## src/rtl/fb_write_arbiter_if.sv

```systemverilog
// Framebuffer write-port bundle: clear control, two pixel clients, RGB332 write port, drop counter.
interface fb_write_arbiter_if #(
    parameter int unsigned ADDR_W  = 17,
    parameter int unsigned COLOR_W = 8
);
    logic               clr_start;
    logic [COLOR_W-1:0] clr_color;
    logic               clr_busy;
    logic               clr_done;

    logic               req0_valid;
    logic               req0_ready;
    logic [8:0]         req0_x;
    logic [7:0]         req0_y;
    logic [COLOR_W-1:0] req0_color;

    logic               req1_valid;
    logic               req1_ready;
    logic [8:0]         req1_x;
    logic [7:0]         req1_y;
    logic [COLOR_W-1:0] req1_color;

    logic               fb_wea;
    logic [ADDR_W-1:0]  fb_addra;
    logic [COLOR_W-1:0] fb_dina;
    logic [15:0]        drop_count;

    // Client / controller side
    modport master (
        output clr_start, clr_color,
        output req0_valid, req0_x, req0_y, req0_color,
        output req1_valid, req1_x, req1_y, req1_color,
        input  clr_busy, clr_done, req0_ready, req1_ready,
        input  fb_wea, fb_addra, fb_dina, drop_count
    );

    // Arbiter side
    modport slave (
        input  clr_start, clr_color,
        input  req0_valid, req0_x, req0_y, req0_color,
        input  req1_valid, req1_x, req1_y, req1_color,
        output clr_busy, clr_done, req0_ready, req1_ready,
        output fb_wea, fb_addra, fb_dina, drop_count
    );
endinterface

```

## src/rtl/fb_write_arbiter.sv

```systemverilog
// Single write-port owner for the RGB332 framebuffer: round-robin between two pixel
// clients, off-screen drop counting, and a full-screen clear engine with exclusive access.
module fb_write_arbiter #(
    parameter int unsigned FB_W    = 320,
    parameter int unsigned FB_H    = 240,
    parameter int unsigned ADDR_W  = 17,
    parameter int unsigned COLOR_W = 8
) (
    input  logic              clk,
    input  logic              reset_en,
    fb_write_arbiter_if.slave bus
);
    localparam int unsigned X_W    = 9;
    localparam int unsigned Y_W    = 8;
    localparam int unsigned DROP_W = 16;

    localparam logic [X_W-1:0]    X_LIM    = X_W'(FB_W);
    localparam logic [Y_W-1:0]    Y_LIM    = Y_W'(FB_H);
    localparam logic [ADDR_W-1:0] ROW_STEP = ADDR_W'(FB_W);
    localparam logic [ADDR_W-1:0] CLR_LAST = ADDR_W'(FB_W * FB_H - 1);
    localparam logic [DROP_W-1:0] DROP_MAX = '1;

    typedef enum logic [0:0] {
        IDLE  = 1'b0,
        CLEAR = 1'b1
    } state_t;

    state_t              state;
    state_t              state_nxt;

    logic [ADDR_W-1:0]   clr_cnt;
    logic [COLOR_W-1:0]  clr_col;
    logic                last_grant;
    logic                fb_wea_q;
    logic [ADDR_W-1:0]   fb_addra_q;
    logic [COLOR_W-1:0]  fb_dina_q;
    logic                clr_done_q;
    logic [DROP_W-1:0]   drop_cnt_q;

    logic                clr_last;
    logic                clr_go;
    logic                grant_vld;
    logic                grant_sel;
    logic                rdy0;
    logic                rdy1;

    logic [X_W-1:0]      sel_x;
    logic [Y_W-1:0]      sel_y;
    logic [COLOR_W-1:0]  sel_color;
    logic                sel_in_range;
    logic [ADDR_W-1:0]   sel_addr;

    assign clr_last = (clr_cnt == CLR_LAST);

    // State register; reset aborts any clear in flight
    always_ff @(posedge clk or posedge reset_en) begin
        if (reset_en) begin
            state <= IDLE;
        end else begin
            state <= state_nxt;
        end
    end

    // Next-state logic
    always_comb begin
        state_nxt = state;
        case (state)
            IDLE:    if (bus.clr_start) state_nxt = CLEAR;
            CLEAR:   if (clr_last)      state_nxt = IDLE;
            default: state_nxt = IDLE;
        endcase
    end

    // Grant / ready decode; clr_start pre-empts both clients in its cycle
    always_comb begin
        clr_go    = 1'b0;
        grant_vld = 1'b0;
        grant_sel = 1'b0;
        case (state)
            IDLE: begin
                if (bus.clr_start) begin
                    clr_go = 1'b1;
                end else if (bus.req0_valid && bus.req1_valid) begin
                    grant_vld = 1'b1;
                    grant_sel = ~last_grant;
                end else if (bus.req0_valid) begin
                    grant_vld = 1'b1;
                end else if (bus.req1_valid) begin
                    grant_vld = 1'b1;
                    grant_sel = 1'b1;
                end
            end
            default: ;
        endcase
        rdy0 = grant_vld && !grant_sel;
        rdy1 = grant_vld &&  grant_sel;
    end

    always_comb begin
        sel_x        = grant_sel ? bus.req1_x     : bus.req0_x;
        sel_y        = grant_sel ? bus.req1_y     : bus.req0_y;
        sel_color    = grant_sel ? bus.req1_color : bus.req0_color;
        sel_in_range = (sel_x < X_LIM) && (sel_y < Y_LIM);
        sel_addr     = ADDR_W'(sel_y) * ROW_STEP + ADDR_W'(sel_x);
    end

    // Write port, clear engine and drop counter; address/data hold when no write
    always_ff @(posedge clk or posedge reset_en) begin
        if (reset_en) begin
            fb_wea_q   <= 1'b0;
            fb_addra_q <= '0;
            fb_dina_q  <= '0;
            clr_done_q <= 1'b0;
            clr_cnt    <= '0;
            clr_col    <= '0;
            last_grant <= 1'b1;
            drop_cnt_q <= '0;
        end else begin
            fb_wea_q   <= 1'b0;
            clr_done_q <= 1'b0;
            if (state == CLEAR) begin
                fb_wea_q   <= 1'b1;
                fb_addra_q <= clr_cnt;
                fb_dina_q  <= clr_col;
                clr_cnt    <= clr_cnt + ADDR_W'(1);
                clr_done_q <= clr_last;
            end else if (clr_go) begin
                clr_col <= bus.clr_color;
                clr_cnt <= '0;
            end else if (grant_vld) begin
                last_grant <= grant_sel;
                if (sel_in_range) begin
                    fb_wea_q   <= 1'b1;
                    fb_addra_q <= sel_addr;
                    fb_dina_q  <= sel_color;
                end else if (drop_cnt_q != DROP_MAX) begin
                    drop_cnt_q <= drop_cnt_q + DROP_W'(1);
                end
            end
        end
    end

    assign bus.clr_busy   = (state == CLEAR);
    assign bus.clr_done   = clr_done_q;
    assign bus.req0_ready = rdy0;
    assign bus.req1_ready = rdy1;
    assign bus.fb_wea     = fb_wea_q;
    assign bus.fb_addra   = fb_addra_q;
    assign bus.fb_dina    = fb_dina_q;
    assign bus.drop_count = drop_cnt_q;
endmodule

```

## src/flat_wrapper.sv

```systemverilog
// flat-port wrapper written by rule: the top's interface ports become plain ports
module fb_write_arbiter_flat 
#(
    parameter int unsigned FB_W    = 320,
    parameter int unsigned FB_H    = 240,
    parameter int unsigned ADDR_W  = 17,
    parameter int unsigned COLOR_W = 8
)
  (clk, reset_en, bus_clr_start, bus_clr_color, bus_req0_valid, bus_req0_x, bus_req0_y, bus_req0_color, bus_req1_valid, bus_req1_x, bus_req1_y, bus_req1_color, bus_clr_busy, bus_clr_done, bus_req0_ready, bus_req1_ready, bus_fb_wea, bus_fb_addra, bus_fb_dina, bus_drop_count);
  fb_write_arbiter_if #(.ADDR_W(ADDR_W), .COLOR_W(COLOR_W)) bus_i ();
  input  logic clk;
  input  logic reset_en;
  input wire logic [$bits(bus_i.clr_start)-1:0] bus_clr_start;
  input wire logic [$bits(bus_i.clr_color)-1:0] bus_clr_color;
  input wire logic [$bits(bus_i.req0_valid)-1:0] bus_req0_valid;
  input wire logic [$bits(bus_i.req0_x)-1:0] bus_req0_x;
  input wire logic [$bits(bus_i.req0_y)-1:0] bus_req0_y;
  input wire logic [$bits(bus_i.req0_color)-1:0] bus_req0_color;
  input wire logic [$bits(bus_i.req1_valid)-1:0] bus_req1_valid;
  input wire logic [$bits(bus_i.req1_x)-1:0] bus_req1_x;
  input wire logic [$bits(bus_i.req1_y)-1:0] bus_req1_y;
  input wire logic [$bits(bus_i.req1_color)-1:0] bus_req1_color;
  output wire logic [$bits(bus_i.clr_busy)-1:0] bus_clr_busy;
  output wire logic [$bits(bus_i.clr_done)-1:0] bus_clr_done;
  output wire logic [$bits(bus_i.req0_ready)-1:0] bus_req0_ready;
  output wire logic [$bits(bus_i.req1_ready)-1:0] bus_req1_ready;
  output wire logic [$bits(bus_i.fb_wea)-1:0] bus_fb_wea;
  output wire logic [$bits(bus_i.fb_addra)-1:0] bus_fb_addra;
  output wire logic [$bits(bus_i.fb_dina)-1:0] bus_fb_dina;
  output wire logic [$bits(bus_i.drop_count)-1:0] bus_drop_count;
  assign bus_i.clr_start = bus_clr_start;
  assign bus_i.clr_color = bus_clr_color;
  assign bus_i.req0_valid = bus_req0_valid;
  assign bus_i.req0_x = bus_req0_x;
  assign bus_i.req0_y = bus_req0_y;
  assign bus_i.req0_color = bus_req0_color;
  assign bus_i.req1_valid = bus_req1_valid;
  assign bus_i.req1_x = bus_req1_x;
  assign bus_i.req1_y = bus_req1_y;
  assign bus_i.req1_color = bus_req1_color;
  assign bus_clr_busy = bus_i.clr_busy;
  assign bus_clr_done = bus_i.clr_done;
  assign bus_req0_ready = bus_i.req0_ready;
  assign bus_req1_ready = bus_i.req1_ready;
  assign bus_fb_wea = bus_i.fb_wea;
  assign bus_fb_addra = bus_i.fb_addra;
  assign bus_fb_dina = bus_i.fb_dina;
  assign bus_drop_count = bus_i.drop_count;
  fb_write_arbiter #(.FB_W(FB_W), .FB_H(FB_H), .ADDR_W(ADDR_W), .COLOR_W(COLOR_W)) u_core (.clk(clk), .reset_en(reset_en), .bus(bus_i));
endmodule
```

## config.mk

```make
export PLATFORM = sky130hd
export DESIGN_NAME = fb_write_arbiter_flat
export DESIGN_NICKNAME = d
export VERILOG_FILES = /design/src/rtl/fb_write_arbiter_if.sv /design/src/rtl/fb_write_arbiter.sv /design/src/flat_wrapper.sv
export SDC_FILE = /design/constraint.sdc
export NUM_CORES = 1
export LEC_CHECK = 0
export CAP_MARGIN = 20
export CORE_AREA = 2 2 97 99
export DETAILED_ROUTE_END_ITERATION = 16
export DIE_AREA = 0 0 99 101
export GPL_TIMING_DRIVEN = 0
export PLACE_DENSITY = 0.77
export SLEW_MARGIN = 0
export SYNTH_ARGS = -nofsm -noshare
export SYNTH_HDL_FRONTEND = slang
export SYNTH_SLANG_ARGS = --single-unit
export TNS_END_PERCENT = 10
```

## constraint.sdc

```tcl
create_clock -name clk -period 4 [get_ports clk]
set_input_delay 0.6 -clock clk [delete_from_list [all_inputs] [get_ports clk]]
set_output_delay 0.6 -clock clk [all_outputs]
set_load 0.005 [all_outputs]
```

==> results of run 1 <==
[cell type report]
cell class / count / area share
clock buffer: 11 / 0.02812
inverter: 13 / 0.009528
sequential: 70 / 0.3256
clock inverter: 5 / 0.01929
buffer: 16 / 0.01441
timing repair buffer: 108 / 0.2003
tap: 111 / 0.02580
multi-input combinational: 331 / 0.3769
[per-stage QoR]
stage | util | power, uW | std cells | TNS [ns]
finish | 0.5997 | 2254 | 665 | 0
global route | 0.5997 | 2369 | 665 | 0
CTS | 0.5985 | 2262 | 666 | 0
detailed placement | 0.5688 | 1538 | 650 | -5.841
global placement | 0.5685 | 1512 | 650 | -5.334
floorplan | - | 1238 | 431 | 0
[what timing repair did]
| action | 4_1_cts | 5_1_grt |
|---|---|---|
| gates resized for setup | 8 | 7 |
| setup endpoints to repair | 7 | 4 |
| pin swaps | 1 | 1 |
[worst max-delay path by stage]
stage                         from                       to  slack, ns  depth (start not counted)
6_report       u_core.bus.clr_busy  u_core.bus.fb_addra[16]       0.25                         15
3_3_place_gp         bus_clr_start  u_core.bus.fb_addra[16]      -0.99                         16
3_5_place_dp         bus_clr_start  u_core.bus.fb_addra[16]      -1.03                         16
5_1_grt        u_core.bus.clr_busy  u_core.bus.fb_addra[16]      0.003                         15
4_1_cts              bus_clr_start  u_core.bus.fb_addra[16]       0.01                         16
2_1_floorplan       bus_req0_valid  u_core.bus.fb_addra[16]       0.11                         15
[power groups by stage]
stage	registers, uW	clock network, uW	logic [uW]
floorplan	966	0	272
global placement	986	0	525
detailed placement	995	0	543
CTS	982	732	548
global route	1000	765	600
finish	983	724	547
[state kept, by name, indices dropped and copies added, names as in the netlist]
register,count
u_core.bus.clr_done,1
u_core.last_grant,1
u_core.bus.fb_wea,1
u_core.bus.clr_busy,1
u_core.clr_col,8
u_core.clr_cnt,17
u_core.bus.drop_count,16
u_core.bus.fb_dina,8
u_core.bus.fb_addra,17
[cell families (layout without fill, tap and decap cells)]
logic type,Yosys count,in the layout,share of synthesized area
AOI/OAI and AO/OA,85,85,0.1553
buffers and inverters,30,153,0.02996
DFF,70,70,0.4514
muxes,4,4,0.01063
xor gates and xnor gates,33,33,0.07442
and+or+nand+nor,192,192,0.2197
adders and majority gates,17,17,0.05863
[placed cells by master, fill, tap and decap left out, types with 4 or more instances in the layout]
cell type	netlist	routed
a21oi_1	19	19
a221o_1	20	20
a22oi_1	4	4
and3_1	6	6
clkbuf_1	12	8
clkbuf_8	0	11
clkdlybuf4s50_1	0	106
dfrtp_1	69	69
ha_1	15	15
inv_1	12	11
nand2_1	113	113
nand3_1	17	17
nand4_1	11	11
nor2_1	25	25
nor2b_1	4	4
nor3_1	6	6
o21ai_0	19	19
o21ai_1	4	4
xnor2_1	18	18
xor2_1	15	15
[per-layer routing]
layer | global-route usage | up-vias | part of all wire | routed length, um
li1 | - | 1748 | - | -
met1 | 0.2764 | 1768 | 0.41 | 4469
met2 | 0.3779 | 141 | 0.50 | 5343
met3 | 0.04092 | 22 | 0.065 | 697
met4 | 0.09273 | 0 | 0.025 | 271
met5 | 0 | - | 0 | 0
[critical path: cells and delay by family (launching register included)]
family	cells	cell delay (ns)
flip-flops	1	0.38
AND/OR/NAND/NOR	5	1.03
adder cells (fa/ha/maj)	3	0.91
AO/OA/AOI/OAI	3	0.64
buffers and inverters	3	0.50
XOR/XNOR	1	0.19
==> out/metrics.cfg, run 1 <==
[run_status]
status = finished clean

[floorplan]
die_width_um = 99
initial_core_util = 0.4326
io_pins = 109
rows = 35
dieArea_sq_um = 9999
die_y_um = 101
core_sq_um = 8977

[critical_path]
crit_slowest_cell = fa_1
arrival_ns = 4.00
reg2reg_slack_ns = 0.25
path_class = reg -> reg
worst_setup_path_end_kind = flip-flop
worstPathCellList = buf_2, a211oi_4, nand2_4, inv_2, buf_8, nand2_1, nand2_1, ha_1, ha_1, fa_1, xnor2_1, or3b_1, and3b_1, a21boi_0, o31ai_1
worstPathRequired_ns = 4.25
start_kind = flip-flop
cp_max_fo = 19
cpPeakStageDelay_ns = 0.42
crit-reg2reg-launch = u_core.bus.clr_busy
r2r-end = u_core.bus.fb_addra[16]
rr_worst_depth = 15

[power_and_ir_drop]
ir_worst_vdd_v = 0.0001944
powerDensity_nw_per_um2 = 418.7
leakage_uw = 0.002360
internal_power_uw = 1631
p_seq_frac = 0.436
comb_power_share = 0.242
swShare = 0.2765
switchingPower_uw = 623.4
pwr-share-clk = 0.321

[synth]
ys_top_cells_by_count = nand2_1, dfrtp_1, nor2_1, a221o_1
synthesis.area_sq_um = 3884
synthTopCellsByArea = dfrtp_1, nand2_1, a221o_1, ha_1, xnor2_1
synth_edf_count = 0
ys_async_sr_fraction = 1.000
yosysWarnings = 0
ys_types = 46
yosysTopAreaCell = dfrtp_1
postSynthCellCount = 431
yosysTopAreaCellShare = 0.4446
ys.flop_type = dfrtp_1
synth_most_common_cell = nand2_1
synth-seq-cells = 70
avgSynthCellArea_sq_um = 9.011
ys_seq_area_frac = 0.4514
syn-num-nets = 511

[clock_tree]
cts_sinks = 70
cts.path.max_buffers = 2
hold_buffers = 0
h-tree-depth = 3
clk_pin_slew_worst_paths_ns = 0.07
clock_latency_ns = 0.35
cts_setup_buffers = 0
cts_buffers = 9
clockRootBuffer = clkbuf_8
cts_tree = built

[cells_and_area]
n_fill_cell = 755
register_area_sq_um = 1753
diodes = 0
multi_input_area_sq_um = 2029
drive_above_1_share = 0.06318
syn_to_final_growth_pct = 38.63
nets = 629
fin_area_sq_um = 5384

[route]
wirelength_um = 10780
dr.pass1.iters = 4
vias = 3679
viasPerCell = 5.532
ant_nets = 0
drc_errors = 0
wl_per_cell_um = 16.21
drtIter0Drc = 290

[sta]
finalCriticalPeriod_ns = 3.747
setup_slack_ns = 0.2531
final_hold_viol_count = 0
fin_skew_ns = 0.008817
tightest_slew_ns = 0.8534
slew_violations = 0
holdWs_ns = 0.4783
fmax_mhz = 266.9
relSlewSlack = 0.4311
finalCritPeriodShare = 0.9367
rsz0062_at_grt = false
finalSetupViolations = 0

[placed_design]
pre_cts_slack_ns = -1.032
hpwl_um = 8254
port_buffers = 108
place_area_sq_um = 5106
gp_congestion = 0.9122

[worst_hold_path]
hp-class = reg -> reg
hp-start = u_core.clr_col[4]
holdPathStages = 2
whs_endpoint = u_core.clr_col[4]

[global_route]
grt_pass1_vias = 3761
grt_pass1_wl_um = 17710
grt_overflow_total = 0
grt_max_degree = 71
grtUsageTotal = 0.2213
grt_antenna_before_repair = 0

[flow_run]
cap_violations = 0

No activity file was read; power rests on OpenSTA's default activity.
==> run 2, diff against run 1 <==
--- a/config.mk
+++ b/config.mk
@@ -6,12 +6,11 @@
 export NUM_CORES = 1
 export LEC_CHECK = 0
 export CAP_MARGIN = 20
-export CORE_AREA = 2 2 97 99
+export CORE_AREA = 2 2 109 111
 export DETAILED_ROUTE_END_ITERATION = 16
-export DIE_AREA = 0 0 99 101
+export DIE_AREA = 0 0 111 113
 export GPL_TIMING_DRIVEN = 0
-export PLACE_DENSITY = 0.77
-export SLEW_MARGIN = 0
+export SLEW_MARGIN = 20
 export SYNTH_ARGS = -nofsm -noshare
 export SYNTH_HDL_FRONTEND = slang
 export SYNTH_SLANG_ARGS = --single-unit
==> run 2 against run 1 <==
  * Clock skew hardly changed
  * Sequential cell count unchanged
  * Final cell count is 5.6% higher
  * Fmax shrank 1.3%
  * Sequential share of layout area shrank 1.3 points
  * Sequential power about the same
  * Worst setup slack worse by 0.048 ns
  * Global-route usage decreased by 4.5 points
  * Total power up 12%
==> out/metrics.cfg, run 2 (synthesized netlist as in run 1, its figures left out) <==
[floorplan]
dieArea_sq_um = 12540
io_pins = 109
die_width_um = 111
rows = 39
initial_core_util = 0.3445
core_sq_um = 11270
die_y_um = 113

[sta]
relSlewSlack = 0.5096
holdWs_ns = 0.4757
fin_skew_ns = 0.008910
rsz0062_at_grt = false
finalSetupViolations = 0
final_hold_viol_count = 0
slew_violations = 0
fmax_mhz = 263.5
finalCritPeriodShare = 0.9488
finalCriticalPeriod_ns = 3.795
tightest_slew_ns = 0.7295

[clock_tree]
clock_latency_ns = 0.33
clk_pin_slew_worst_paths_ns = 0.06
cts_tree = built
cts.path.max_buffers = 2
cts_sinks = 70
cts_buffers = 9
h-tree-depth = 3
clockRootBuffer = clkbuf_16

[cells_and_area]
drive_above_1_share = 0.07335
final_common_cell = nand2_1
diodes = 0
nets = 634
utilization = 0.4975
layout_common_cells = nand2_1, clkdlybuf4s50_1, dfrtp_1, nor2_1, a221o_1
n_fill_cell = 1073
fin_area_sq_um = 5608
syn_to_final_growth_pct = 44.39

[placed_design]
hpwl_um = 8304
place_area_sq_um = 5174
port_buffers = 108
gp_congestion = 0.8064

[global_route]
grt_antenna_before_repair = 0
grt_overflow_total = 0
grt_pass1_vias = 3436
grt_pass1_wl_um = 17620
grtUsageTotal = 0.1767
grt_max_degree = 45

[critical_path]
start_kind = input port
worstPathRequired_ns = 4.23
path_class = in -> reg
rr_worst_depth = 14
worst_setup_path_end_kind = flip-flop
cp_max_fo = 10
arrival_ns = 4.03

[route]
wl_per_cell_um = 15.73
wirelength_um = 11050
viasPerCell = 5.064
drc_errors = 0
drtIter0Drc = 171
vias = 3555
ant_nets = 0
dr.pass1.iters = 4

[power_and_ir_drop]
leakage_uw = 0.002441
ir_worst_vdd_v = 0.0002767
powerDensity_nw_per_um2 = 450.1

[run_status]
status = finished clean

[worst_hold_path]
holdPathStages = 2
hp-class = reg -> reg

[flow_run]
cap_violations = 0

## run 2: cell types whose count changed in the layout (fill, tap and decap cells not counted), sizes merged
cell	previous run	this run
dlygate4sd2	2	1
bufinv	3	4
clkinv	1	0
buf	6	12
clkdlybuf4s50	106	107
clkbuf	21	20
## run 2: metal layers
layer / part of all wire / vias to the layer above / global-route usage
met5: 0 / - / 0
met4: 0.0081 / 0 / 0.04750
met3: 0.064 / 6 / 0.04928
met2: 0.49 / 102 / 0.2998
met1: 0.44 / 1694 / 0.2234
li1: - / 1753 / -
## run 2: critical path: stages
cell	delay, ns
clkdlybuf4s50_1	0.49
a211oi_4	0.32
nand2_4	0.11
clkbuf_2	0.20
nand2_1	0.10
nand2_1	0.09
ha_1	0.31
ha_1	0.23
fa_1	0.40
xnor2_1	0.17
or3b_1	0.41
and3b_2	0.28
a21boi_0	0.09
o31ai_1	0.23
## run 2: worst paths after layout
check | startpoint | endpoint | slack [ns]
max | bus_req0_valid | u_core.bus.fb_addra[16] | 0.20
min | u_core.clr_col[7] | u_core.clr_col[7] | 0.48
min reg2reg | u_core.clr_col[7] | u_core.clr_col[7] | 0.48
min in group asynchronous | reset_en | u_core.bus.drop_count[10] | 0.62
max in group asynchronous | reset_en | u_core.last_grant | 2.79
max reg2reg | u_core.bus.clr_busy | u_core.bus.fb_addra[16] | 0.47
## run 2: what timing repair did
action,in CTS,in global routing
endpoints found under the setup margin,7,5
setup buffers,0,4
hold buffers,0,0
pin swaps,0,3
resized for setup,7,9
## run 2: power breakdown
group / switching, uW / internal (uW) / total [uW]
Combinational: 207 / 342 / 548
Clock: 299 / 692 / 991
Sequential: 137 / 847 / 984
Total: 643 / 1880 / 2520
## run 2: final cells by class
cell class | instances | area (sq um) | area share
clock inverters | 5 | 128.9 | 0.02298
flip-flops and latches | 70 | 1753 | 0.3126
multi-input cells | 331 | 2033 | 0.3626
inverters | 13 | 51.30 | 0.009148
repair buffers | 113 | 1137 | 0.2028
plain buffers | 16 | 82.58 | 0.01473
well taps | 143 | 178.9 | 0.03191
clock buffers | 11 | 242.7 | 0.04328
## run 2: per-stage QoR
step	worst slack (ns)	total power (uW)	setup TNS, ns	std cells
final	0.2047	2524	0	702
after global routing	0.000007994	2652	0	702
after CTS	0.005007	2540	0	698
after detailed placement	-1.105	1536	-6.600	683
after global placement	-1.072	1518	-6.195	682
after floorplan	0.1114	1238	0	431
